[config.mk]
export PLATFORM = sky130hd
export DESIGN_NAME = vec_add_n
export DESIGN_NICKNAME = d
export VERILOG_FILES = /design/src/rtl/wrd_pkg.sv /design/src/rtl/vec_add_skid.sv /design/src/rtl/vec_add_n.sv
export SDC_FILE = /design/constraint.sdc
export NUM_CORES = 2
export LEC_CHECK = 0
export BUFFER_PORTS_ARGS = -buffer_cell sky130_fd_sc_hd__clkbuf_2
export CORE_AREA = 8 8 334 336
export CTS_BUF_LIST = sky130_fd_sc_hd__clkbuf_4
export DETAILED_ROUTE_END_ITERATION = 16
export DIE_AREA = 0 0 342 344
export PLACE_DENSITY_LB_ADDON = 0.15
export SKIP_LAST_GASP = 1
export SYNTH_ARGS = -nofsm -noshare
export SYNTH_HDL_FRONTEND = slang
export SYNTH_SLANG_ARGS = --single-unit
[constraint.sdc]
create_clock -name clk_i -period 6.4 [get_ports clk_i]
set_clock_uncertainty 0.2 [all_clocks]
set_input_delay 1.28 -clock clk_i [delete_from_list [all_inputs] [get_ports clk_i]]
set_output_delay 1.28 -clock clk_i [all_outputs]
set_load 0.05 [all_outputs]
[src/rtl/wrd_pkg.sv]
// Shared helpers for the word (wrd) datapath: width derivation and
// narrowing of full-precision sums to the output element width.
package wrd_pkg;

  // Widest sum the narrowing helper can handle; O_BW and SUM_BW must not exceed it.
  localparam int NARROW_BW = 64;

  // Ceiling log2 for elaboration-time width math (clog2(1) = 0).
  function automatic int clog2(input int n);
    int r;
    r = 0;
    for (int i = 0; i < 31; i++) begin
      if ((1 << i) < n) r = i + 1;
    end
    return r;
  endfunction

  // Width at which NUM_IN signed I_BW-bit values can be summed without overflow.
  function automatic int sum_bw(input int i_bw, input int num_in);
    return i_bw + clog2(num_in);
  endfunction

  // Narrow a sign-extended sum to o_bw bits. The caller keeps the low o_bw
  // bits of the result, so returning the value unchanged means either a
  // sign-extension (o_bw >= s_bw) or a two's-complement wrap (no saturate).
  function automatic logic signed [NARROW_BW-1:0] sat_narrow(
    input logic signed [NARROW_BW-1:0] val,
    input int                          o_bw,
    input int                          s_bw,
    input bit                          saturate
  );
    logic signed [NARROW_BW-1:0] hi;
    logic signed [NARROW_BW-1:0] lo;
    hi = (64'sd1 <<< (o_bw - 1)) - 64'sd1;
    lo = -hi - 64'sd1;
    if ((o_bw >= s_bw) || !saturate) return val;
    if (val > hi) return hi;
    if (val < lo) return lo;
    return val;
  endfunction

endpackage

[src/rtl/vec_add_skid.sv]
// Two-entry output stage: a main register driving the outputs plus one skid
// entry that absorbs the beat already in flight when downstream stalls.
//
// Handshake: a beat moves across an interface on a rising edge where both
// valid and ready are high. Upstream valid must not depend on in_ready_o;
// in_ready_o is a register (skid entry empty), so there is no combinational
// path from out_ready_i back to in_ready_o. Out data is stable while
// out_valid_o is high and out_ready_i is low.
module vec_add_skid #(
  parameter int PAYLOAD_W = 8
) (
  input  logic                 clk_i,
  input  logic                 rst_n_i,
  input  logic [PAYLOAD_W-1:0] in_data_i,
  input  logic                 in_valid_i,
  output logic                 in_ready_o,
  output logic [PAYLOAD_W-1:0] out_data_o,
  output logic                 out_valid_o,
  input  logic                 out_ready_i
);

  logic [PAYLOAD_W-1:0] main_data_q, main_data_d;
  logic                 main_valid_q, main_valid_d;
  logic [PAYLOAD_W-1:0] skid_data_q, skid_data_d;
  logic                 skid_valid_q, skid_valid_d;
  logic                 ready_q, ready_d;
  logic                 accept;
  logic                 pop;

  assign accept = in_valid_i & ready_q;
  assign pop    = main_valid_q & out_ready_i;

  // Next-state for both entries; a full skid always refills main before new input.
  always_comb begin
    main_data_d  = main_data_q;
    main_valid_d = main_valid_q;
    skid_data_d  = skid_data_q;
    skid_valid_d = skid_valid_q;
    if (!main_valid_q || pop) begin
      if (skid_valid_q) begin
        main_data_d  = skid_data_q;
        main_valid_d = 1'b1;
        skid_valid_d = 1'b0;
      end else begin
        main_valid_d = accept;
        if (accept) main_data_d = in_data_i;
      end
    end else if (accept) begin
      skid_data_d  = in_data_i;
      skid_valid_d = 1'b1;
    end
    ready_d = !skid_valid_d;
  end

  // State registers; reset drops every held beat and deasserts ready.
  always_ff @(posedge clk_i) begin
    if (!rst_n_i) begin
      main_data_q  <= '0;
      main_valid_q <= 1'b0;
      skid_data_q  <= '0;
      skid_valid_q <= 1'b0;
      ready_q      <= 1'b0;
    end else begin
      main_data_q  <= main_data_d;
      main_valid_q <= main_valid_d;
      skid_data_q  <= skid_data_d;
      skid_valid_q <= skid_valid_d;
      ready_q      <= ready_d;
    end
  end

  assign in_ready_o  = ready_q;
  assign out_data_o  = main_data_q;
  assign out_valid_o = main_valid_q;

endmodule

[src/rtl/vec_add_n.sv]
// N-channel signed element-wise vector adder. Joins NUM_IN streams, sums at
// full precision, narrows each element to O_BW and hands the result to a
// two-entry skid output stage.
module vec_add_n
  import wrd_pkg::*;
#(
  parameter int NUM_IN     = 3,
  parameter int I_BW       = 16,
  parameter int O_BW       = 18,
  parameter int VECTOR_LEN = 13,
  parameter int SATURATE   = 1
) (
  input  logic                             clk_i,
  input  logic                             rst_n_i,
  input  logic [NUM_IN*VECTOR_LEN*I_BW-1:0] data_i,
  input  logic [NUM_IN-1:0]                valid_i,
  input  logic [NUM_IN-1:0]                last_i,
  output logic [NUM_IN-1:0]                ready_o,
  output logic [VECTOR_LEN*O_BW-1:0]       data_o,
  output logic                             valid_o,
  output logic                             last_o,
  input  logic                             ready_i,
  output logic                             last_err_o
);

  localparam int SUM_BW    = sum_bw(I_BW, NUM_IN);
  localparam int DATA_W    = VECTOR_LEN * O_BW;
  localparam int PAYLOAD_W = DATA_W + 1;

  logic signed [SUM_BW-1:0] sum_v [VECTOR_LEN];
  logic [DATA_W-1:0]        narrow_flat;
  logic [PAYLOAD_W-1:0]     out_payload;
  logic                     all_valid;
  logic                     stage_ready;
  logic                     accept;
  logic                     last_mixed;
  logic                     last_err_q;

  assign all_valid  = &valid_i;
  assign accept     = all_valid & stage_ready;
  // Frame markers disagree across channels: neither all-low nor all-high.
  assign last_mixed = (|last_i) & ~(&last_i);

  // Element-wise sum, each channel sign-extended to SUM_BW so it cannot overflow.
  always_comb begin
    for (int e = 0; e < VECTOR_LEN; e++) begin
      sum_v[e] = '0;
      for (int k = 0; k < NUM_IN; k++) begin
        sum_v[e] = sum_v[e]
                 + SUM_BW'($signed(data_i[(k*VECTOR_LEN + e)*I_BW +: I_BW]));
      end
    end
  end

  // Narrow each sum to O_BW (extend, clamp or wrap depending on widths and SATURATE).
  always_comb begin
    narrow_flat = '0;
    for (int e = 0; e < VECTOR_LEN; e++) begin
      narrow_flat[e*O_BW +: O_BW] =
        O_BW'(sat_narrow(NARROW_BW'(sum_v[e]), O_BW, SUM_BW, SATURATE != 0));
    end
  end

  vec_add_skid #(
    .PAYLOAD_W(PAYLOAD_W)
  ) u_skid (
    .clk_i      (clk_i),
    .rst_n_i    (rst_n_i),
    .in_data_i  ({|last_i, narrow_flat}),
    .in_valid_i (all_valid),
    .in_ready_o (stage_ready),
    .out_data_o (out_payload),
    .out_valid_o(valid_o),
    .out_ready_i(ready_i)
  );

  // Sticky flag for a joined beat whose channels disagreed on end-of-frame.
  always_ff @(posedge clk_i) begin
    if (!rst_n_i) begin
      last_err_q <= 1'b0;
    end else if (accept && last_mixed) begin
      last_err_q <= 1'b1;
    end
  end

  assign ready_o    = {NUM_IN{stage_ready}};
  assign data_o     = out_payload[DATA_W-1:0];
  assign last_o     = out_payload[PAYLOAD_W-1];
  assign last_err_o = last_err_q;

endmodule

==> results.yml <==
timing:
  setup_viol: 0
  rsz_0062_raised_after_global_routing: "no"
  timing_max_transition_violations_final: 0
  finalCriticalPeriod_ns: 3.709
  report.final.hold_viol_count: 0
  worst_setup_slack_after_layout_ns: 2.691
  relSlewSlack_pct: 34.42
  hold-worst-slack_ns: 0.2486
  final.period_utilization_pct: 57.96
  worst_pin_slew_ns: 0.9837
  fmax_mhz: 269.6
  tns_ns: 0
power_and_ir_drop:
  ir_drop_v: 0.0001254
  p_total_mw: 9.881
  cellLeakagePower_nw: 17.25
  powerDensity_nw_per_um2: 254.7
logic_synthesis:
  yosys-top-cells-count: "sky130_fd_sc_hd__nand2_1, sky130_fd_sc_hd__dfxtp_1, sky130_fd_sc_hd__a21oi_1"
  synth_top_cell_by_area: "sky130_fd_sc_hd__dfxtp_1"
  synth_seq_cells: 474
  ys_dominant_reg_cell: "sky130_fd_sc_hd__dfxtp_1"
  synth.top_cells.by_area: "sky130_fd_sc_hd__dfxtp_1, sky130_fd_sc_hd__fa_1, sky130_fd_sc_hd__ha_1, sky130_fd_sc_hd__a21oi_1, sky130_fd_sc_hd__nand2_1"
  yosysMostFrequentCell: "sky130_fd_sc_hd__nand2_1"
  synth_edf_count: 0
  netlist-cell-type-count: 74
  yosysSeqAreaShare_pct: 30.29
  synth_nets: 4707
  synth.cell_area_um2: 31330
  async_flop_share_pct: 0
  postSynthAreaPerCell_um2: 8.595
  synthesis.yosys.warnings: 0
  postSynthCellCount: 3645
  area_fraction_of_the_dominant_cell_type_after_synthesis_pct: 30.29
floorplanning:
  dieHeight_um: 344
  floorplan.die.width_um: 342
  floorplan.initialDensity_pct: 29.47
  io-pin-count: 873
  die-area_um2: 117600
  floorplan.core_area_um2: 106300
  row_count: 120
clock_tree:
  cts_made_buffers: 147
  cts.sink_count: 474
  clock-root-buffer: "sky130_fd_sc_hd__clkbuf_4"
  clk_pin_slew_ns: 0.06
  clk_path_buf_depth: 3
  cts.hold.buffers_added: 0
  postCtsSetupBuffers: 0
  cts.htree.levels: 4
  clk-insertion-delay-late_ns: 1.01
  ctsResizeCount: 0
  tritoncts: "yes"
final_layout:
  fillerInstances: 11311
  area.growth.synth_to_final_pct: 23.85
  drive_above_1_share_pct: 25.31
  fin_cells: 5979
  post-route-util_pct: 36.50
  nets: 5540
  design_area_um2: 38800
route:
  drt_iter0_drc: 1439
  drtAntennaViolNets: 0
  routed_via_density: 4.931
  drt-wirelength-per-cell_um: 19.99
  drc_errors: 0
  route.vias.total: 29481
  detail_route.wirelength_um: 119500
  drt_pre_antenna_iters: 5
setup_path:
  crit_type: "in -> reg"
  critical_path.reg2reg.startpoint: "u_skid.in_ready_o"
  timing.critical_path.to_type: "flip-flop"
  required_time_at_the_endpoint_of_the_critical_path_ns: 7.01
  critPathMaxFanout: 3
  worst_setup_path_startpoint: "data_i[97]"
  crit_arrival_ns: 4.32
  setup.worst_path.start_class: "primary input"
global_route:
  groute.usage.overall_pct: 19.52
  first_global_vias: 29873
  maximum_number_of_pins_on_one_net_before_global_route_repair: 148
  gr-total-overflow: 0
  grt_antenna_before_repair: 3
  grt_first_pass_wirelength_um: 180100
placement:
  post-place-ws_ns: 1.682
  gp_routability_congestion: 0.8552
  placed_area_um2: 36970
  buffer_ports.inserted: 872
  count_of_placed_standard_cells_including_taps: 5732
  dp.final_hpwl_um: 90220
flow_run:
  max_cap_violations: 0
hold_path:
  start_point_of_the_worst_hold_path: "u_skid.skid_data_q[154]"
  worst_hold_path_type: "reg -> reg"
run_status:
  run_status: "finished, final reports clean"
## cells in the final DEF, fill, tap and decap left out, types with 12 or more instances in the layout
cell type,n
sky130_fd_sc_hd__clkbuf_2,871
sky130_fd_sc_hd__nand2_1,477
sky130_fd_sc_hd__dfxtp_1,473
sky130_fd_sc_hd__a21oi_1,471
sky130_fd_sc_hd__nor2_1,289
sky130_fd_sc_hd__o21ai_0,223
sky130_fd_sc_hd__fa_1,221
sky130_fd_sc_hd__clkbuf_4,213
sky130_fd_sc_hd__ha_1,208
sky130_fd_sc_hd__xnor2_1,120
sky130_fd_sc_hd__inv_1,110
sky130_fd_sc_hd__a211oi_1,105
sky130_fd_sc_hd__nand3_1,100
sky130_fd_sc_hd__a21o_1,70
sky130_fd_sc_hd__mux2i_1,65
sky130_fd_sc_hd__o211ai_1,49
sky130_fd_sc_hd__xor2_1,45
sky130_fd_sc_hd__a31oi_1,39
sky130_fd_sc_hd__a311oi_1,36
sky130_fd_sc_hd__nor3_1,33
sky130_fd_sc_hd__o21bai_1,25
sky130_fd_sc_hd__or3_1,22
sky130_fd_sc_hd__o21a_1,21
sky130_fd_sc_hd__nand2b_1,21
sky130_fd_sc_hd__nand4_1,20
sky130_fd_sc_hd__and3_1,19
sky130_fd_sc_hd__clkinv_1,18
sky130_fd_sc_hd__buf_4,18
sky130_fd_sc_hd__nor2b_1,17
sky130_fd_sc_hd__o211a_1,17
sky130_fd_sc_hd__o31ai_1,14
sky130_fd_sc_hd__o221ai_1,12
## power breakdown
group / internal [mW] / switching (mW) / total, mW / leakage, nW
combinational: 1.50 / 2.27 / 3.78 / 12.3
clock: 1.64 / 1.43 / 3.06 / 1.09
sequential: 3.01 / 0.0339 / 3.04 / 3.83
total: 6.15 / 3.73 / 9.88 / 17.3
## worst paths after layout
kind                             end  slack [ns]  cells after the start
max           u_skid.out_data_o[123]        2.69                     12
min          u_skid.skid_data_q[154]        0.25                      2
max reg2reg   u_skid.out_data_o[210]        3.28                      7
min reg2reg  u_skid.skid_data_q[154]        0.25                      2
## routing by layer
layer | routed length, um | track usage, % | part of all wire [%]
met4 | 2289 | 5.258 | 1.9
met3 | 7762 | 5.283 | 6.5
met5 | 0 | 0 | 0
met1 | 50190 | 23.48 | 42
met2 | 59270 | 34.26 | 50
## flip-flops by register name, indices dropped and copies added (netlist names)
register             count
u_skid.in_ready_o        1
last_err_o               1
u_skid.out_data_o      235
u_skid.out_valid_o       1
u_skid.skid_data_q     235
u_skid.skid_valid_q      1
## area by class of cell
type | instances | area, um2 | share of cell area, %
Antenna cell | 1 | 2.502 | 0.006449
Tap cell | 1403 | 1755 | 4.524
Clock buffer | 213 | 1599 | 4.121
Multi-Input combinational cell | 2847 | 20660 | 53.24
Inverter | 112 | 435.4 | 1.122
Clock inverter | 33 | 231.5 | 0.5965
Sequential cell | 474 | 9493 | 24.46
Timing Repair Buffer | 896 | 4628 | 11.93
## logic make-up (layout without fill, tap and decap cells)
family | Yosys count | in the layout | share of synthesized area [%]
simple gates | 1039 | 1039 | 14.17
compound gates | 1149 | 1149 | 22.50
flops | 474 | 474 | 30.29
xor+xnor | 165 | 165 | 4.613
other cells | 0 | 1 | 0
buf+inv | 324 | 1254 | 3.930
fa+ha+maj | 429 | 429 | 22.43
mux | 65 | 65 | 2.077
## critical path: stages
cell and delay, ns:
sky130_fd_sc_hd__clkbuf_2 0.09, sky130_fd_sc_hd__fa_1 0.47, sky130_fd_sc_hd__ha_1 0.23, sky130_fd_sc_hd__fa_1 0.46, sky130_fd_sc_hd__a21oi_1 0.29, sky130_fd_sc_hd__o22ai_1 0.16, sky130_fd_sc_hd__o41a_1 0.40, sky130_fd_sc_hd__a31oi_1 0.28
sky130_fd_sc_hd__o21bai_1 0.09, sky130_fd_sc_hd__a21oi_1 0.22, sky130_fd_sc_hd__xor2_1 0.21, sky130_fd_sc_hd__o221ai_1 0.14
No activity file was read; power rests on OpenSTA's default activity.
